--- src/rtl/mfunc_sub_regbank_pkg.sv ---
// Shared address map, register-select decode and constants for the MFUNC
// sub-block register bank.
package mfunc_regbank_pkg;

    localparam logic [11:0] ADDR_STS_RAW  = 12'h100;
    localparam logic [11:0] ADDR_STS_EVT  = 12'h104;
    localparam logic [11:0] ADDR_IRQ_MASK = 12'h108;
    localparam logic [11:0] ADDR_CMD      = 12'h10C;
    localparam logic [11:0] ADDR_VERSION  = 12'h1FC;

    localparam logic [31:0] VERSION    = 32'h0001_0000;
    localparam logic [31:0] RD_DEFAULT = 32'h0;

    typedef enum logic [2:0] {
        SEL_NONE,
        SEL_CFG,
        SEL_STS_RAW,
        SEL_STS_EVT,
        SEL_IRQ_MASK,
        SEL_CMD,
        SEL_VERSION
    } reg_sel_e;

    // Everything below 0x100 is the config window; the bound on NUM_CFG is
    // applied by the caller, which knows the parameter.
    function automatic reg_sel_e decode_addr(input logic [11:0] word_addr);
        reg_sel_e sel;
        sel = SEL_NONE;
        if (word_addr < ADDR_STS_RAW) begin
            sel = SEL_CFG;
        end else begin
            case (word_addr)
                ADDR_STS_RAW:  sel = SEL_STS_RAW;
                ADDR_STS_EVT:  sel = SEL_STS_EVT;
                ADDR_IRQ_MASK: sel = SEL_IRQ_MASK;
                ADDR_CMD:      sel = SEL_CMD;
                ADDR_VERSION:  sel = SEL_VERSION;
                default:       sel = SEL_NONE;
            endcase
        end
        return sel;
    endfunction

endpackage

--- src/rtl/mfunc_sub_regbank_if.sv ---
// Register access port between the MFUNC address decoder (master) and a
// sub-block register bank (slave).
interface mfunc_sub_regbank_if;

    logic        reg_wr_en;
    logic        reg_rd_en;
    logic [11:0] sub_reg_addr;
    logic [31:0] reg_wr_data;
    logic [31:0] reg_rd_data;
    logic        reg_rd_valid;

    modport master (
        output reg_wr_en,
        output reg_rd_en,
        output sub_reg_addr,
        output reg_wr_data,
        input  reg_rd_data,
        input  reg_rd_valid
    );

    modport slave (
        input  reg_wr_en,
        input  reg_rd_en,
        input  sub_reg_addr,
        input  reg_wr_data,
        output reg_rd_data,
        output reg_rd_valid
    );

endinterface

--- src/rtl/mfunc_sub_regbank_status_sync.sv ---
// Multi-stage synchroniser for the asynchronous status levels, plus the
// one-cycle-delayed copy used to detect rising edges.
module mfunc_status_sync #(
    parameter int unsigned NUM_STS     = 8,
    parameter int unsigned SYNC_STAGES = 2
) (
    input  logic               clk,
    input  logic               rst_n,
    input  logic [NUM_STS-1:0] sts_in,
    output logic [NUM_STS-1:0] sts_sync,
    output logic [NUM_STS-1:0] rise
);

    logic [SYNC_STAGES-1:0][NUM_STS-1:0] chain_q;
    logic [NUM_STS-1:0]                  sts_prev_q;

    // NOTE: sequential state uses non-blocking assignments so every flop
    // samples pre-edge values regardless of statement order.
    always_ff @(posedge clk or negedge rst_n) begin
        if (!rst_n) begin
            chain_q    <= '0;
            sts_prev_q <= '0;
        end else begin
            chain_q    <= {chain_q[SYNC_STAGES-2:0], sts_in};
            sts_prev_q <= chain_q[SYNC_STAGES-1];
        end
    end

    // sts_prev resetting to 0 makes a level that is already high at reset
    // release count as a rise.
    assign sts_sync = chain_q[SYNC_STAGES-1];
    assign rise     = sts_sync & ~sts_prev_q;

endmodule

--- src/rtl/mfunc_sub_regbank.sv ---
// Parametrised MFUNC sub-block register bank: config words, synchronised
// status with sticky W1C events, maskable irq, command pulses, registered reads.
module mfunc_sub_regbank
    import mfunc_regbank_pkg::*;
#(
    parameter int unsigned          NUM_CFG     = 4,
    parameter logic [32*NUM_CFG-1:0] CFG_RST    = {NUM_CFG{32'h0}},
    parameter int unsigned          NUM_STS     = 8,
    parameter int unsigned          SYNC_STAGES = 2,
    parameter int unsigned          NUM_CMD     = 4
) (
    input  logic                   clk,
    input  logic                   rst_n,
    mfunc_sub_regbank_if.slave     bus,
    output logic [32*NUM_CFG-1:0]  cfg_out,
    input  logic [NUM_STS-1:0]     sts_in,
    output logic [NUM_CMD-1:0]     cmd_pulse,
    output logic                   irq
);

    logic [11:0]  word_addr;
    reg_sel_e     sel;
    logic [5:0]   cfg_idx;
    logic         cfg_hit;
    logic         wr_cfg;
    logic         wr_evt;
    logic         wr_mask;
    logic         wr_cmd;

    // Byte-lane bits are masked rather than sliced off so the full address
    // bus stays referenced.
    assign word_addr = bus.sub_reg_addr & 12'hFFC;
    assign sel       = decode_addr(word_addr);
    assign cfg_idx   = word_addr[7:2];
    assign cfg_hit   = (sel == SEL_CFG) && (32'(cfg_idx) < NUM_CFG);

    assign wr_cfg  = bus.reg_wr_en && cfg_hit;
    assign wr_evt  = bus.reg_wr_en && (sel == SEL_STS_EVT);
    assign wr_mask = bus.reg_wr_en && (sel == SEL_IRQ_MASK);
    assign wr_cmd  = bus.reg_wr_en && (sel == SEL_CMD);

    // Config words
    logic [NUM_CFG-1:0][31:0] cfg_q;

    // NOTE: each config word is an individual flop with its own reset value,
    // so the whole array is reset here; a RAM-style store would not be.
    always_ff @(posedge clk or negedge rst_n) begin
        if (!rst_n) begin
            cfg_q <= CFG_RST;
        end else begin
            for (int i = 0; i < NUM_CFG; i++) begin
                if (wr_cfg && (cfg_idx == 6'(i))) begin
                    cfg_q[i] <= bus.reg_wr_data;
                end
            end
        end
    end

    assign cfg_out = cfg_q;

    // Status, events and interrupt
    logic [NUM_STS-1:0] sts_sync;
    logic [NUM_STS-1:0] rise;
    logic [NUM_STS-1:0] evt_q;
    logic [NUM_STS-1:0] mask_q;
    logic [NUM_STS-1:0] w1c;

    mfunc_status_sync #(
        .NUM_STS     (NUM_STS),
        .SYNC_STAGES (SYNC_STAGES)
    ) u_status_sync (
        .clk      (clk),
        .rst_n    (rst_n),
        .sts_in   (sts_in),
        .sts_sync (sts_sync),
        .rise     (rise)
    );

    assign w1c = wr_evt ? bus.reg_wr_data[NUM_STS-1:0] : '0;

    // A rise in the same cycle as its clear wins: the OR is applied last.
    always_ff @(posedge clk or negedge rst_n) begin
        if (!rst_n) begin
            evt_q     <= '0;
            mask_q    <= '0;
            irq       <= 1'b0;
            cmd_pulse <= '0;
        end else begin
            evt_q     <= (evt_q & ~w1c) | rise;
            irq       <= |(evt_q & mask_q);
            cmd_pulse <= wr_cmd ? bus.reg_wr_data[NUM_CMD-1:0] : '0;
            if (wr_mask) begin
                mask_q <= bus.reg_wr_data[NUM_STS-1:0];
            end
        end
    end

    // Read path
    logic [31:0] rd_mux;

    // NOTE: rd_mux gets a default before the case so no path leaves it
    // unassigned, which would otherwise infer a latch.
    always_comb begin
        rd_mux = RD_DEFAULT;
        case (sel)
            SEL_CFG: begin
                for (int i = 0; i < NUM_CFG; i++) begin
                    if (cfg_idx == 6'(i)) begin
                        rd_mux = cfg_q[i];
                    end
                end
            end
            SEL_STS_RAW:  rd_mux = 32'(sts_sync);
            SEL_STS_EVT:  rd_mux = 32'(evt_q);
            SEL_IRQ_MASK: rd_mux = 32'(mask_q);
            SEL_VERSION:  rd_mux = VERSION;
            default:      rd_mux = RD_DEFAULT;
        endcase
    end

    always_ff @(posedge clk or negedge rst_n) begin
        if (!rst_n) begin
            bus.reg_rd_data  <= '0;
            bus.reg_rd_valid <= 1'b0;
        end else begin
            bus.reg_rd_valid <= bus.reg_rd_en;
            if (bus.reg_rd_en) begin
                bus.reg_rd_data <= rd_mux;
            end
        end
    end

endmodule

--- src/flat_wrapper.sv ---
// flat-port wrapper written by rule: the top's interface ports become plain ports
module mfunc_sub_regbank_flat import mfunc_regbank_pkg::*;
#(
    parameter int unsigned          NUM_CFG     = 4,
    parameter logic [32*NUM_CFG-1:0] CFG_RST    = {NUM_CFG{32'h0}},
    parameter int unsigned          NUM_STS     = 8,
    parameter int unsigned          SYNC_STAGES = 2,
    parameter int unsigned          NUM_CMD     = 4
)
  (clk, rst_n, cfg_out, sts_in, cmd_pulse, irq, bus_reg_wr_en, bus_reg_rd_en, bus_sub_reg_addr, bus_reg_wr_data, bus_reg_rd_data, bus_reg_rd_valid);
  mfunc_sub_regbank_if bus_i ();
  input  logic clk;
  input  logic rst_n;
  output logic [32*NUM_CFG-1:0] cfg_out;
  input  logic [NUM_STS-1:0] sts_in;
  output logic [NUM_CMD-1:0] cmd_pulse;
  output logic irq;
  input wire logic [$bits(bus_i.reg_wr_en)-1:0] bus_reg_wr_en;
  input wire logic [$bits(bus_i.reg_rd_en)-1:0] bus_reg_rd_en;
  input wire logic [$bits(bus_i.sub_reg_addr)-1:0] bus_sub_reg_addr;
  input wire logic [$bits(bus_i.reg_wr_data)-1:0] bus_reg_wr_data;
  output wire logic [$bits(bus_i.reg_rd_data)-1:0] bus_reg_rd_data;
  output wire logic [$bits(bus_i.reg_rd_valid)-1:0] bus_reg_rd_valid;
  assign bus_i.reg_wr_en = bus_reg_wr_en;
  assign bus_i.reg_rd_en = bus_reg_rd_en;
  assign bus_i.sub_reg_addr = bus_sub_reg_addr;
  assign bus_i.reg_wr_data = bus_reg_wr_data;
  assign bus_reg_rd_data = bus_i.reg_rd_data;
  assign bus_reg_rd_valid = bus_i.reg_rd_valid;
  mfunc_sub_regbank #(.NUM_CFG(NUM_CFG), .CFG_RST(CFG_RST), .NUM_STS(NUM_STS), .SYNC_STAGES(SYNC_STAGES), .NUM_CMD(NUM_CMD)) u_core (.clk(clk), .rst_n(rst_n), .bus(bus_i), .cfg_out(cfg_out), .sts_in(sts_in), .cmd_pulse(cmd_pulse), .irq(irq));
endmodule
--- config.mk ---
export PLATFORM = sky130hd
export DESIGN_NAME = mfunc_sub_regbank_flat
export DESIGN_NICKNAME = d
export VERILOG_FILES = /design/src/rtl/mfunc_sub_regbank_pkg.sv /design/src/rtl/mfunc_sub_regbank_if.sv /design/src/rtl/mfunc_sub_regbank_status_sync.sv /design/src/rtl/mfunc_sub_regbank.sv /design/src/flat_wrapper.sv
export SDC_FILE = /design/constraint.sdc
export NUM_CORES = 1
export LEC_CHECK = 0
export BUFFER_PORTS_ARGS = -buffer_cell sky130_fd_sc_hd__buf_2
export CAP_MARGIN = 0
export CORE_MARGIN = 2
export CORE_UTILIZATION = 35
export CTS_CLUSTER_SIZE = 30
export DETAILED_ROUTE_END_ITERATION = 16
export PLACE_DENSITY = 0.56
export SLEW_MARGIN = 20
export SYNTH_ARGS = -nofsm -noshare
export SYNTH_HDL_FRONTEND = slang
export SYNTH_HIERARCHICAL = 1
export SYNTH_SLANG_ARGS = --single-unit
--- constraint.sdc ---
create_clock -name clk -period 1.1 [get_ports clk]
set_input_delay 0.22 -clock clk [delete_from_list [all_inputs] [get_ports clk]]
set_output_delay 0.22 -clock clk [all_outputs]
set_load 0.005 [all_outputs]
==> metrics.cfg <==
[timing]
fin_worst_skew_ns = 0.0174
hold_violations = 0
setup_viol = 345
max_slew.worst_pin.slew_ns = 0.440
period_share = 1.35
rsz0062_at_grt = true
slew_headroom = 0.707
fmax_ghz = 0.671
slew_viol_final = 0
finalWorstSetupSlack_ns = -0.389
timing.final.crit_period_ns = 1.49

[synth]
ys_warn_count = 6
avgSynthCellArea_um2 = 13.5
yosysSeqAreaShare = 0.582
synth_nets = 711
synth_fa_ha_area_frac = 0
ys_seq_elements = 206
synthesis.area_mm2 = 0.00885
synthXorXnorAreaFrac = 0
async_flop_share = 1.00
syn-instance-count = 655
synth-compound-area-share = 0.0842
muxShareOfSynthArea = 0.225
yosys.area_share.simple = 0.0592
yosysUniqueCellTypes = 40
synth_flop_cell = dfrtp_1
synth_enable_flop_cells = 0
synth_top_family_by_area = multiplexers

[route]
routedWlPerCell_um = 19.7
remaining_drc_errors = 0
drt_wl_total_um = 29300
via_count = 7319
post_drt_via_cell_ratio = 4.92
dr.first_iter.drc_count = 363
ant_nets = 0
drtPass1Iterations = 5

[critical_path]
crit_buf_inv = 6
critPathLaunch = bus_sub_reg_addr[7]
worstPathCellList = buf_6, nor4_4, nand2_1, buf_4, buf_6, nor2_4, buf_6, buf_12, buf_16, mux2_2
cp.required_ns = 1.49
cp_data_arrival_time_ns = 1.88
startpoint_type = primary input
crit_fanout = 5
crit_type = primary input to flop
cpPeakStageDelay_ns = 0.36
cpMostUsedCell = buf_6
crit_family = buffers and inverters
endpoint_kind = flop
rr_startpoint = u_core/cfg_out[103]$_DFFE_PN0P_
critPathSlowestCell = nor4_4

[place]
dp.cells = 1256
portBuffers = 219
gp_congestion = 0.764
place_ws_ns = -0.916
hpwl_um = 18400
dpl_cell_area_mm2 = 0.0112

[cells_and_area]
num-nets-final = 1196
final_cell_area_mm2 = 0.0147
drive_gt1_frac = 0.640
final_cells = 1489
syn2layout_area_growth_pct = 65.6

[global_route]
antenna_found_initial = 2
grt_use_total = 0.217
grt_max_degree = 34
grt_pass1_wl_um = 44200
use_met3 = 0.0467
grt_pass1_vias = 7524
grt_overflow_total = 0
gr-usage-met2 = 0.364
use_met1 = 0.291
grt-busiest-layer = met2

[die]
die_w_um = 163
die_area_mm2 = 0.0266
coreArea_mm2 = 0.0250
rows = 58
initial_core_util = 0.354
die_y_um = 163
io_pins = 222

[cts]
clkLatencyLatePin_ns = 0.52
clk_path_buf_depth = 3
cts_root_buf = clkbuf_16
clkSlewWorstSetupHoldPaths_ns = 0.06
numCtsBuffers = 24
cts.htree.levels = 1
cts_sinks = 206
cts_tree = yes

[job]
max_cap_violations = 0

[power]
p_leak_uw = 0.00751
pwr_density_cell_mw_per_mm2 = 1200
total_power_uw = 17500
vdd_ir_drop_max_uv = 778

[status]
violations = setup timing
outcome = finished, violations left

[worst_hold_path]
min_path_type = primary input to flop
hold_start = bus_reg_wr_data[2]

==> cells in the final DEF, fill, tap and decap left out, drive strengths merged, types with 2 or more instances in the layout <==
master	instances
a21o	8
a22oi	12
a31oi	17
and2	7
and4	3
buf	476
bufinv	2
clkbuf	37
clkinv	3
clkinvlp	2
dfrtp	206
diode	2
dlygate4sd3	33
inv	47
mux2	143
mux2i	9
mux4	8
nand2	13
nand3	4
nor2	42
nor2b	9
nor4	2
o221ai	16
o22ai	31
o2bb2ai	8
o32ai	7
==> logic make-up (layout without fill, tap and decap cells) <==
| kind of cell | after synthesis | in the layout |
|---|---|---|
| flip-flops | 206 | 206 |
| multiplexers | 160 | 160 |
| AO/OA/AOI/OAI | 102 | 102 |
| buffers and inverters | 98 | 600 |
| AND/OR/NAND/NOR | 89 | 89 |
| other | 0 | 2 |
==> synth_stat cells, drive strengths merged (2+ instances only) <==
master / number / area (um^2)
o32ai: 7 / 61.3
o22ai: 31 / 194
mux4: 8 / 180
a21o: 8 / 60.1
mux2i: 9 / 90.1
clkbuf: 25 / 93.8
o2bb2ai: 8 / 70.1
and4: 3 / 26.3
buf: 26 / 165
mux2: 143 / 1720
nor4: 2 / 42.5
o221ai: 16 / 140
nor2: 42 / 158
dfrtp: 206 / 5150
a22oi: 12 / 90.1
inv: 47 / 176
nor2b: 9 / 116
nand2: 13 / 48.8
a31oi: 17 / 106
nand3: 4 / 20.0
and2: 7 / 43.8
==> area by class of cell <==
class / instances / area (um^2)
repair buffers: 510 / 4270
clock inverters: 7 / 90.1
inverters: 47 / 176
fillers: 2029 / 10400
flip-flops and latches: 206 / 5150
clock buffers: 36 / 747
well taps: 330 / 413
multi-input cells: 351 / 3810
diodes: 2 / 5.00
==> worst paths after layout <==
check / end / slack [ns] / depth (start not counted)
worst max-delay path: u_core/cfg_out[96]$_DFFE_PN0P_ / -0.39 / 10
worst min-delay path: u_core/evt_q[2]$_DFF_PN0_ / 0.05 / 3
worst max register to register: u_core/bus.reg_rd_data[7]$_DFFE_PN0P_ / -0.27 / 4
worst min register to register: u_core/u_status_sync/sts_sync[2]$_DFF_PN0_ / 0.35 / 0
max in group asynchronous: u_core/bus.reg_rd_data[8]$_DFFE_PN0P_ / 0.35 / 3
min in group asynchronous: u_core/cfg_out[85]$_DFFE_PN0P_ / 0.21 / 2
==> power by group <==
group,leakage (uW),internal (uW),switching [uW]
Sequential,0.00277,7710,87.9
Combinational,0.00433,695,695
Clock,0.000409,5140,3220
==> flip-flops by register name, indices dropped and copies added (netlist names) <==
signal and flops:
u_core/bus.reg_rd_data 32, u_core/irq 1, u_core/cfg_out 128, u_core/mask_q 8
u_core/bus.reg_rd_valid 1, u_core/u_status_sync/sts_prev_q 8, u_core/u_status_sync/chain_q 8, u_core/cmd_pulse 4
u_core/evt_q 8, u_core/u_status_sync/sts_sync 8
==> metrics by stage <==
step / util / setup TNS (ns) / hold WS (ns)
after floorplan: - / -85.11 / -0.0756
after global placement: 0.449 / -133.04 / 0.162
after detailed placement: 0.449 / -138.62 / 0.165
after CTS: 0.572 / -74.63 / 0.0296
after global routing: 0.586 / -85.52 / 0.0471
final: 0.586 / -74.72 / 0.0473
==> worst register-to-register path, stage by stage, from the launching register on <==
cell and delay [ns]:
dfrtp_1 0.39, buf_4 0.14, mux4_2 0.46, a22oi_1 0.15
o22ai_1 0.09
==> metal layers <==
metal / routed length, um / vias up
met4: 429 / 0
met5: 0 / -
li1: - / 3339
met3: 2030 / 35
met1: 12700 / 3667
met2: 14100 / 278
==> timing repair <==
item	4_1_cts	5_1_grt
pin swaps	43	10
resized for setup	183	31
gates cloned	9	0
setup buffers	117	43
endpoints found under the hold margin	302	0
endpoints found under the setup margin	346	346
hold buffers	33	0
(Power assumes the default switching activity.)
